<file path="src/rtl/dmem_arbiter.sv">
// rtl/dmem_arbiter.sv - two-port round-robin arbiter for the shared data-memory req/gnt/rvalid port
// Optional: define DMEM_ARB_FIXED_PRIO_EN to replace round-robin with fixed port-0 priority.
module dmem_arbiter #(
    parameter int unsigned ADDR_WIDTH      = 32,
    parameter int unsigned DATA_WIDTH      = 32,
    parameter int unsigned MAX_OUTSTANDING = 2
) (
    input  logic                                 clk_i,
    input  logic                                 rst_ni,

    input  logic                                 m0_req_i,
    output logic                                 m0_gnt_o,
    output logic                                 m0_rvalid_o,
    input  logic [ADDR_WIDTH-1:0]                m0_addr_i,
    input  logic                                 m0_we_i,
    input  logic [DATA_WIDTH-1:0]                m0_wdata_i,
    output logic [DATA_WIDTH-1:0]                m0_rdata_o,

    input  logic                                 m1_req_i,
    output logic                                 m1_gnt_o,
    output logic                                 m1_rvalid_o,
    input  logic [ADDR_WIDTH-1:0]                m1_addr_i,
    input  logic                                 m1_we_i,
    input  logic [DATA_WIDTH-1:0]                m1_wdata_i,
    output logic [DATA_WIDTH-1:0]                m1_rdata_o,

    output logic                                 mem_req_o,
    input  logic                                 mem_gnt_i,
    input  logic                                 mem_rvalid_i,
    output logic [ADDR_WIDTH-1:0]                mem_addr_o,
    output logic                                 mem_we_o,
    output logic [DATA_WIDTH-1:0]                mem_wdata_o,
    input  logic [DATA_WIDTH-1:0]                mem_rdata_i,

    output logic [$clog2(MAX_OUTSTANDING+1)-1:0] outstanding_o,
    output logic                                 rsp_err_o
);

    localparam int unsigned CNT_W = $clog2(MAX_OUTSTANDING + 1);
    localparam int unsigned PTR_W = (MAX_OUTSTANDING > 1) ? $clog2(MAX_OUTSTANDING) : 1;

    logic                 lock_q;
    logic                 lock_port_q;
    logic                 lock_act;
    logic                 pref;
    logic                 sel;
    logic                 full;
    logic                 empty;
    logic                 handshake;
    logic                 pop;
    logic                 head;
    logic                 rsp_err_q;
    logic [CNT_W-1:0]     count_q;
    logic [PTR_W-1:0]     wr_ptr_q;
    logic [PTR_W-1:0]     rd_ptr_q;
    logic                 owner_q [MAX_OUTSTANDING];

    function automatic logic [PTR_W-1:0] ptr_inc(input logic [PTR_W-1:0] p);
        return (p == PTR_W'(MAX_OUTSTANDING - 1)) ? '0 : p + 1'b1;
    endfunction

`ifdef DMEM_ARB_FIXED_PRIO_EN
    assign pref = 1'b0;
`else
    logic pref_q;

    // Preference flips to the port that lost the last handshake.
    always_ff @(posedge clk_i or negedge rst_ni) begin
        if (!rst_ni) begin
            pref_q <= 1'b0;
        end else if (handshake) begin
            pref_q <= ~sel;
        end
    end

    assign pref = pref_q;
`endif

    // A lock is only honoured while its owner keeps requesting.
    assign lock_act = lock_q & (lock_port_q ? m1_req_i : m0_req_i);

    always_comb begin
        sel = pref;
        if (lock_act) begin
            sel = lock_port_q;
        end else if (m0_req_i && !m1_req_i) begin
            sel = 1'b0;
        end else if (m1_req_i && !m0_req_i) begin
            sel = 1'b1;
        end
    end

    // Full is taken from the registered count, so a same-cycle pop cannot unblock.
    assign full      = (count_q == CNT_W'(MAX_OUTSTANDING));
    assign empty     = (count_q == '0);
    assign mem_req_o = (m0_req_i | m1_req_i) & ~full;
    assign handshake = mem_req_o & mem_gnt_i;

    always_comb begin
        mem_addr_o  = m0_addr_i;
        mem_we_o    = m0_we_i;
        mem_wdata_o = m0_wdata_i;
        if (sel) begin
            mem_addr_o  = m1_addr_i;
            mem_we_o    = m1_we_i;
            mem_wdata_o = m1_wdata_i;
        end
    end

    assign m0_gnt_o = handshake & ~sel;
    assign m1_gnt_o = handshake &  sel;

    assign pop         = mem_rvalid_i & ~empty;
    assign head        = owner_q[rd_ptr_q];
    assign m0_rvalid_o = pop & ~head;
    assign m1_rvalid_o = pop &  head;
    assign m0_rdata_o  = mem_rdata_i;
    assign m1_rdata_o  = mem_rdata_i;

    assign outstanding_o = count_q;
    assign rsp_err_o     = rsp_err_q;

    always_ff @(posedge clk_i or negedge rst_ni) begin
        if (!rst_ni) begin
            lock_q      <= 1'b0;
            lock_port_q <= 1'b0;
        end else if (handshake) begin
            lock_q <= 1'b0;
        end else if (mem_req_o) begin
            lock_q      <= 1'b1;
            lock_port_q <= sel;
        end else if (!lock_act) begin
            lock_q <= 1'b0;
        end
    end

    always_ff @(posedge clk_i or negedge rst_ni) begin
        if (!rst_ni) begin
            wr_ptr_q <= '0;
            rd_ptr_q <= '0;
            count_q  <= '0;
            for (int i = 0; i < MAX_OUTSTANDING; i++) begin
                owner_q[i] <= 1'b0;
            end
        end else begin
            if (handshake) begin
                owner_q[wr_ptr_q] <= sel;
                wr_ptr_q          <= ptr_inc(wr_ptr_q);
            end
            if (pop) begin
                rd_ptr_q <= ptr_inc(rd_ptr_q);
            end
            case ({handshake, pop})
                2'b10:   count_q <= count_q + 1'b1;
                2'b01:   count_q <= count_q - 1'b1;
                default: count_q <= count_q;
            endcase
        end
    end

    always_ff @(posedge clk_i or negedge rst_ni) begin
        if (!rst_ni) begin
            rsp_err_q <= 1'b0;
        end else begin
            rsp_err_q <= mem_rvalid_i & empty;
        end
    end

endmodule

</file>
<file path="config.mk">
export PLATFORM = sky130hd
export DESIGN_NAME = dmem_arbiter
export DESIGN_NICKNAME = d
export VERILOG_FILES = /design/src/rtl/dmem_arbiter.sv
export SDC_FILE = /design/constraint.sdc
export NUM_CORES = 1
export LEC_CHECK = 0
export CAP_MARGIN = 20
export CORE_AREA = 10 10 109 111
export DETAILED_ROUTE_END_ITERATION = 16
export DIE_AREA = 0 0 119 121
export GPL_ROUTABILITY_DRIVEN = 1
export MAX_ROUTING_LAYER = met4
export PLACE_DENSITY = 0.81
export SLEW_MARGIN = 20
export SYNTH_ARGS = -nofsm -noshare
export SYNTH_HDL_FRONTEND = slang
export SYNTH_SLANG_ARGS = --single-unit
</file>
<file path="constraint.sdc">
create_clock -name clk_i -period 4.6 [get_ports clk_i]
set_input_delay 0.92 -clock clk_i [delete_from_list [all_inputs] [get_ports clk_i]]
set_output_delay 0.92 -clock clk_i [all_outputs]
set_load 0.01 [all_outputs]
</file>
Yosys cells after proc, flatten, opt, wreduce, memory -nomap -nowiden --
Index checks and enable logic that the tools add are counted.
Storage, ports and cells: register bits 10, bits of input ports 168, word-level logic and storage cells 64
Cells by class: $add $sub $neg 4, magnitude comparators 3, equal/unequal tests 4, multiplexer cells 19, bitwise logic cells 17, reduce and logical (&&, ||, !) cells 8
Operators by type and width (number):
- $mux 32 | 2
- $mux 1 | 14
- $and 1x1->1 | 9
- $not 1->1 | 5
- $eq 2x2->1 const B | 2
- $ge 2x2->1 const B | 2
- $not 1->2 | 2
- $pmux 2 s2 | 1
- $logic_and 1x1->1 | 3
- $ne 3x2->1 const B | 1
- $add 1x1->1 const B | 2
- $add 2x1->2 const B | 1
- $bwmux 2 | 1
- $eq 2x1->1 const B | 1
- $logic_not 1->1 | 2
- $logic_not 2->1 | 1
- $lt 2x1->1 const B | 1
- $reduce_and 2->1 | 1
- $reduce_bool 2->1 | 1
- $sub 2x1->2 const B | 1
- $demux 1 s1 | 1
- $or 1x1->1 | 1

Logic depth before layout (Yosys ltp) --
Gate-level depths: netlist of run 1.
depth in word-level cells 7, mapped depth 7

Worst setup path before layout of run 1 --
Ideal clock, no wire load.
path kind input -> output, start point input port m1_req_i, end point output port mem_wdata_o[12], arrival 1.932 ns, path slack 1.748 ns, stages on the path 4, cells stage by stage nor2_1 a2bb2oi_4 buf_4 mux2_1
Between the ends: longest elaborated chain between the ends 5, elaborated cells between the ends (all ways) 9, classes of those cells mux: 5; bitwise: 1; reduce/logical: 3
RTL lines:
- start: declaration | line 19 | input logic m1_req_i,
- $logic_and 1x1->1 or $logic_not 1->1 (tied branches) | line 88, 86
- $mux 1 or $logic_and 1x1->1 (tied branches) | line 88, 86
- $mux 1 | line 86 | end else if (m0_req_i && !m1_req_i) begin
- $mux 1 (*) | line 84 | if (lock_act) begin
- $mux 32 (*) | line 103 | if (sel) begin
- end: declaration | line 32 | output logic [DATA_WIDTH-1:0] mem_wdata_o,
Every way passes the cells marked *; elsewhere a longest branch is shown, timed or not.

Worst setup path after layout of run 1 --
start point input port m1_req_i, end point output port mem_wdata_o[4]
Same word-level chain as after synthesis.

==> results of run 1 <==
[path summary, 6_finish.rpt]
path,cells after the start,startpoint,endpoint
setup / recovery,6,m1_req_i,mem_wdata_o[4]
hold / removal,1,rd_ptr_q,rd_ptr_q
setup reg to reg,5,outstanding_o[1],outstanding_o[1]
hold reg to reg,1,rd_ptr_q,rd_ptr_q
max in group asynchronous,1,rst_ni,rsp_err_o
min in group asynchronous,1,rst_ni,lock_port_q
[cell families after synthesis]
family / after synthesis
AOI/OAI and AO/OA: 10
buffers and inverters: 77
muxes: 69
xor gates and xnor gates: 5
adders and majority gates: 1
and+or+nand+nor: 11
DFF: 10
[per-stage QoR]
step	instance area, sq um	util, %
2_1_floorplan	1800	-
3_3_place_gp	3530	36.6
3_5_place_dp	3530	36.6
4_1_cts	3580	37.2
5_1_grt	3580	37.2
6_report	3580	37.2
[per-layer routing]
metal,up-vias,track usage (%)
li1,852,-
met1,814,11.9
met2,124,20.9
met3,40,4.05
met4,0,4.20
met5,-,-
[sequential cells by signal (all words and copies together), names as in the netlist]
signal	cells
rsp_err_o	1
outstanding_o	2
lock_port_q	1
wr_ptr_q	1
owner_q	2
rd_ptr_q	1
lock_q	1
pref	1
[power by group through the flow]
stage          clock network, mW  logic, mW  registers (mW)
2_1_floorplan                  0      0.583           0.170
3_3_place_gp                   0       1.01           0.172
3_5_place_dp                   0       1.03           0.174
4_1_cts                    0.116       1.04           0.173
5_1_grt                    0.121       1.09           0.180
6_report                   0.113       1.02           0.173
[synth_stat cells]
| library cell | n |
|---|---|
| mux2i_1 | 1 |
| o22ai_1 | 1 |
| o41ai_1 | 2 |
| dfrtp_1 | 10 |
| inv_1 | 5 |
| mux2_1 | 5 |
| o31ai_1 | 4 |
| o21ai_0 | 1 |
| buf_2 | 1 |
| a21boi_0 | 1 |
| nor2b_2 | 1 |
| buf_4 | 67 |
| mux2_2 | 63 |
| xnor2_1 | 5 |
| a2bb2oi_4 | 1 |
| ha_1 | 1 |
| buf_6 | 4 |
| nor2b_1 | 2 |
| nor3b_1 | 1 |
| nand2_1 | 1 |
| or3_1 | 1 |
| nor2_1 | 5 |
[area by class of cell]
cell class	count	area (sq um)
sequential	10	250
multi-input combinational	96	982
tap	133	166
timing repair buffer	210	2110
fill	988	6060
inverter	5	18.8
clock buffer	4	55.1
==> summary.md, run 1 <==
| Metric | Value |
|---|---|
| Status | `finished clean` |
| Area Growth Syn to Fin | `98.5%` |
| Layout cell share with drive strength beyond 1 | `21.8%` |
| Cell taking the most area after synthesis | `mux2_2` |
| Dpl ws | `0.581 ns` |
| Mux cell area share after synthesis | `43.0%` |
| Initial Utilization | `18.7%` |
| Initial antenna violation count | `0` |
| Setup bufs post-CTS | `0` |
| Final Net Count | `495` |
| First-pass GRT wire length | `13000 um` |
| Mapped Cells | `183` |
| Crit path kind | `input port to output pin` |
| Cell area after synthesis | `1800 sq um` |
| Post-route ant nets | `0` |
| Synth warnings | `0` |
| Ratio of final minimum period to clock period | `87.0%` |
| Critical path endpoint category | `output pin` |
| Setup-failing EPs final | `0` |
| Sw frac | `35.4%` |
| Vias per inst | `4.00` |
| Most used cell, CP | `clkdlybuf4s50_1` |
| CP bufs+invs | `3` |
| Met1 WL | `3320 um` |
| Placed insts | `454` |
| Share of the synthesized area in the top cell type | `39.3%` |
| Cell Int Power | `0.842 mW` |
| Setup TNS | `0 ns` |
| Resized Gates After CTS | `0` |
| CTS H-Tree Depth | `1` |
| Power share of the combinational group | `78.0%` |
| Die area | `14400 sq um` |
| Worst path cell trace | `clkdlybuf4s50_1 -> nor2_1 -> a2bb2oi_4 -> buf_4 -> mux2_2 -> clkdlybuf4s50_1` |
| Worst VDD drop | `0.000160 V` |
| Total power | `1.30 mW` |
| Met2 routed WL | `4800 um` |
| Synth area leaders | `mux2_2, buf_4, dfrtp_1` |
| Switching power total | `0.461 mW` |
| Post-synthesis sequential area ratio | `13.9%` |
| Crit path launch type | `input port` |
| CP required | `3.68 ns` |
| # IOs | `305` |
| Crit path largest cell delay | `0.51 ns` |
| Crit path max fanout | `29` |
| Vias in the first global route | `2228` |
| Commonest non-fill, non-tap cell in the layout | `clkdlybuf4s50_1` |
| Root buffer cell | `clkbuf_8` |
| Leak pwr | `1.34 nW` |
| CTS sink count | `10` |
| Core Box Area | `9640 sq um` |
| Post-route DRC violation count | `0` |
| Post-Synth XOR/XNOR Area | `2.43%` |
| Synth Net Count | `352` |
| Final Hold Fails | `0` |
| Std-Cell Rows | `36` |
| Crit path max-delay family | `buffers and inverters` |
| Hpwl dp | `8200 um` |
| Sequential Power Share | `13.3%` |
| DRT iter0 DRCs | `35` |
| Cts bufs inserted | `3` |
| Clock Tree Buf Depth | `2` |
| Clock transition at path regs | `0.05 ns` |
| Die Ht | `121 um` |
| Largest family of logic cells by synthesized area | `multiplexers` |
| Post-Layout Cell Count | `458` |
| Clock skew | `0.00132 ns` |
| Antenna cells | `0` |
| Hold Path Class | `register to register` |
| Slowest CP cell | `clkdlybuf4s50_1` |
| Clock power share | `8.7%` |
| Minimum clock period | `4.00 ns` |
| Post-CTS Hold Buffers | `0` |
| Syn avg cell area | `9.86 sq um` |
| Simple-Gate Fraction of Synth Area | `3.19%` |
| Total GRT Usage | `11.8%` |
| Final wirelength | `9070 um` |
| GPL Wtd Cong | `0.744` |
| Largest net degree at the start of global routing | `43` |
| CP arrival | `3.08 ns` |
| Reg2reg setup slack | `2.76 ns` |
| Most frequent cells in the layout | `clkdlybuf4s50_1, mux2_2, dfrtp_1` |
| Compound-Gate Fraction of Synth Area | `5.13%` |
| Max-slew violations | `0` |
| Post-synthesis adder-cell area fraction | `0.693%` |
| Hold_ws | `0.494 ns` |
| Rel. slew slack | `66.5%` |
| Max cap viols | `0` |
| DRT Pass-1 Iters | `4` |
| Highest metal used | `met4` |
| Gr ovfl total | `0` |
| CTS tree | `built` |
| RSZ-0062 raised after global routing | `false` |
| Worst slew pin tran | `0.497 ns` |
| Met3 routed WL | `719 um` |
| Worst-Skew Late Latency | `0.24 ns` |
| Die width | `119 um` |
| Max frequency | `0.250 GHz` |
| IO Port Bufs | `208` |
| Total number of vias | `1830` |
| #FFs+latches synth | `10` |
| Wire per inst | `19.8 um` |
| P per Cell Area | `364 nW/um^2` |
| Setup ws final | `0.597 ns` |
| Distinct cells, synth | `22` |
No activity file was read; power rests on OpenSTA's default activity.
==> inputs of run 2 (changes only) <==
Settings changed: PLACE_DENSITY 0.81 to 0.71, SETUP_SLACK_MARGIN set to 0.3.
==> run 2 against run 1 <==
Against the previous run: flip-flop and latch count unchanged; via count increased by 1.3%; largest power group unchanged; critical path type unchanged; cell count unchanged; register-to-register slack about the same; critical endpoint is now mem_wdata_o[1].
==> summary.md, run 2 (synthesis results as in run 1) <==
| Metric | Value |
|---|---|
| Post-Layout Cell Count | `458 (unchanged)` |
| DP Area | `3530 sq um (unchanged)` |
| First-pass GRT wire length | `13200 um (+1.4%)` |
| Hpwl dp | `8400 um (+2.5%)` |
| Crit path kind | `input port to output pin` |
| Total GRT Usage | `11.9% (+0.14 points)` |
| Die width | `119 um (unchanged)` |
| Power share of the combinational group | `78.3% (+0.3 points)` |
| Max frequency | `0.248 GHz (-0.61%)` |
| Most frequent cells in the layout | `clkdlybuf4s50_1, mux2_2, dfrtp_1` |
| Max-slew violations | `0 (unchanged)` |
| Core Box Area | `9640 sq um (unchanged)` |
| Placed insts | `454 (unchanged)` |
| FILL cells | `1001 (+1.3%)` |
| CTS sink count | `10 (unchanged)` |
| Switching power total | `0.459 mW (-0.52%)` |
| GPL Wtd Cong | `0.745 (+0.13%)` |
| Wire per inst | `20.3 um (+2.5%)` |
| CP required | `3.68 ns (about the same)` |
| Cell Int Power | `0.841 mW (about the same)` |
| Final Core Density | `37.2% (unchanged)` |
| R2R cell count | `5 (unchanged)` |
| Clock power share | `8.3% (-0.4 points)` |
| # IOs | `305 (unchanged)` |
| Std-Cell Rows | `36 (unchanged)` |
| Vias in the first global route | `2130 (-4.4%)` |
| Total power | `1.30 mW (-0.22%)` |
| P per Cell Area | `363 nW/um^2 (-0.22%)` |
| Setup-failing EPs final | `0 (unchanged)` |
| Worst-Skew Late Latency | `0.23 ns (about the same)` |
| Clock Tree Buf Depth | `2 (unchanged)` |
| IO Port Bufs | `208 (unchanged)` |
| Status | `finished clean` |
| Worst slew pin tran | `0.464 ns (-0.0329 ns)` |
| Final Net Count | `495 (unchanged)` |
| Gr ovfl total | `0 (unchanged)` |
| Dpl ws | `0.566 ns (-0.0141 ns)` |
| Hold Path Depth | `1 (unchanged)` |
| Layout cell share with drive strength beyond 1 | `21.8% (unchanged)` |
| Max cap viols | `0 (unchanged)` |
| Hold Path Class | `register to register` |
| Area Growth Syn to Fin | `98.5% (unchanged)` |
| Worst VDD drop | `0.000153 V (-4.5%)` |
| Die Ht | `121 um (unchanged)` |
| Root buffer cell | `clkbuf_8` |
| Largest net degree at the start of global routing | `43 (unchanged)` |
| Final Hold Fails | `0 (unchanged)` |
| CTS H-Tree Depth | `1 (unchanged)` |
| Vias per inst | `4.05 (+1.3%)` |
| Setup ws final | `0.573 ns (-0.0245 ns)` |
| Sw frac | `35.3% (-0.11 points)` |
| Minimum clock period | `4.03 ns (+0.0245 ns)` |
| Post-route DRC violation count | `0 (unchanged)` |
| Rel. slew slack | `68.7% (+2.2 points)` |
| Post-CTS Hold Buffers | `0 (unchanged)` |
| Finished Cell Area | `3580 sq um (unchanged)` |
| Cts bufs inserted | `3 (unchanged)` |
| Leak pwr | `1.34 nW (unchanged)` |
| RSZ-0062 raised after global routing | `false` |
| Setup TNS | `0 ns (unchanged)` |
| Antenna cells | `0 (unchanged)` |
| Die area | `14400 sq um (unchanged)` |
| Setup bufs post-CTS | `0 (unchanged)` |
| Post-route ant nets | `0 (unchanged)` |
| Crit path launch type | `input port` |
| Initial Utilization | `18.7% (unchanged)` |
| Resized Gates After CTS | `0 (unchanged)` |
| Critical path endpoint category | `output pin` |
| Total number of vias | `1853 (+1.3%)` |
| Commonest non-fill, non-tap cell in the layout | `clkdlybuf4s50_1` |
| Sequential Power Share | `13.4% (about the same)` |
| CP arrival | `3.11 ns (+0.03 ns)` |
| Ratio of final minimum period to clock period | `87.5% (+0.53 points)` |
| Initial antenna violation count | `0 (unchanged)` |
| CTS tree | `built` |
| Crit path max fanout | `29 (unchanged)` |
| DRT Pass-1 Iters | `3 (-1)` |
| Clock skew | `0.000655 ns (-0.000664 ns)` |
| Hold_ws | `0.500 ns (+0.00560 ns)` |
| Final wirelength | `9300 um (+2.5%)` |
| DRT iter0 DRCs | `37 (+5.7%)` |
| Clock transition at path regs | `0.05 ns (about the same)` |
[run 2: cell counts in the layout (fill, tap and decap cells not counted)]
Identical to the previous run, type by type.
[run 2: worst paths after layout]
path                            slack, ns              from          endpoint
min in group asynchronous            1.01            rst_ni          rd_ptr_q
worst max register to register       2.77  outstanding_o[0]  outstanding_o[1]
worst min register to register       0.50          rd_ptr_q          rd_ptr_q
worst min-delay path                 0.50          rd_ptr_q          rd_ptr_q
max in group asynchronous            3.27            rst_ni              pref
worst max-delay path                 0.57          m1_req_i    mem_wdata_o[1]
[run 2: routing by layer]
layer / GRT usage (%) / wire [um]
met3: 4.28 / 832
met5: - / 0
met2: 21.9 / 5030
met1: 11.6 / 3220
met4: 3.28 / 218
[run 2: power by group through the flow]
| stage | clock (mW) | sequential [mW] | combinational (mW) |
|---|---|---|---|
| final | 0.109 | 0.174 | 1.02 |
| after CTS | 0.111 | 0.175 | 1.04 |
| after floorplan | 0 | 0.170 | 0.583 |
| after global placement | 0 | 0.173 | 1.02 |
| after detailed placement | 0 | 0.176 | 1.03 |
| after global routing | 0.115 | 0.181 | 1.09 |
[run 2: layout make-up]
type                    instances  area, sq um  share of cell area, %
repair buffers                210         2110                   58.9
flip-flops and latches         10          250                   6.99
inverters                       5         18.8                  0.524
clock buffers                   4         55.1                   1.54
well taps                     133          166                   4.65
multi-input cells              96          982                   27.4
[run 2: worst max-delay path: stages]
cell and delay, ns:
clkdlybuf4s50_1 0.51, nor2_1 0.23, a2bb2oi_4 0.19, buf_4 0.35
mux2_2 0.38, clkdlybuf4s50_1 0.50
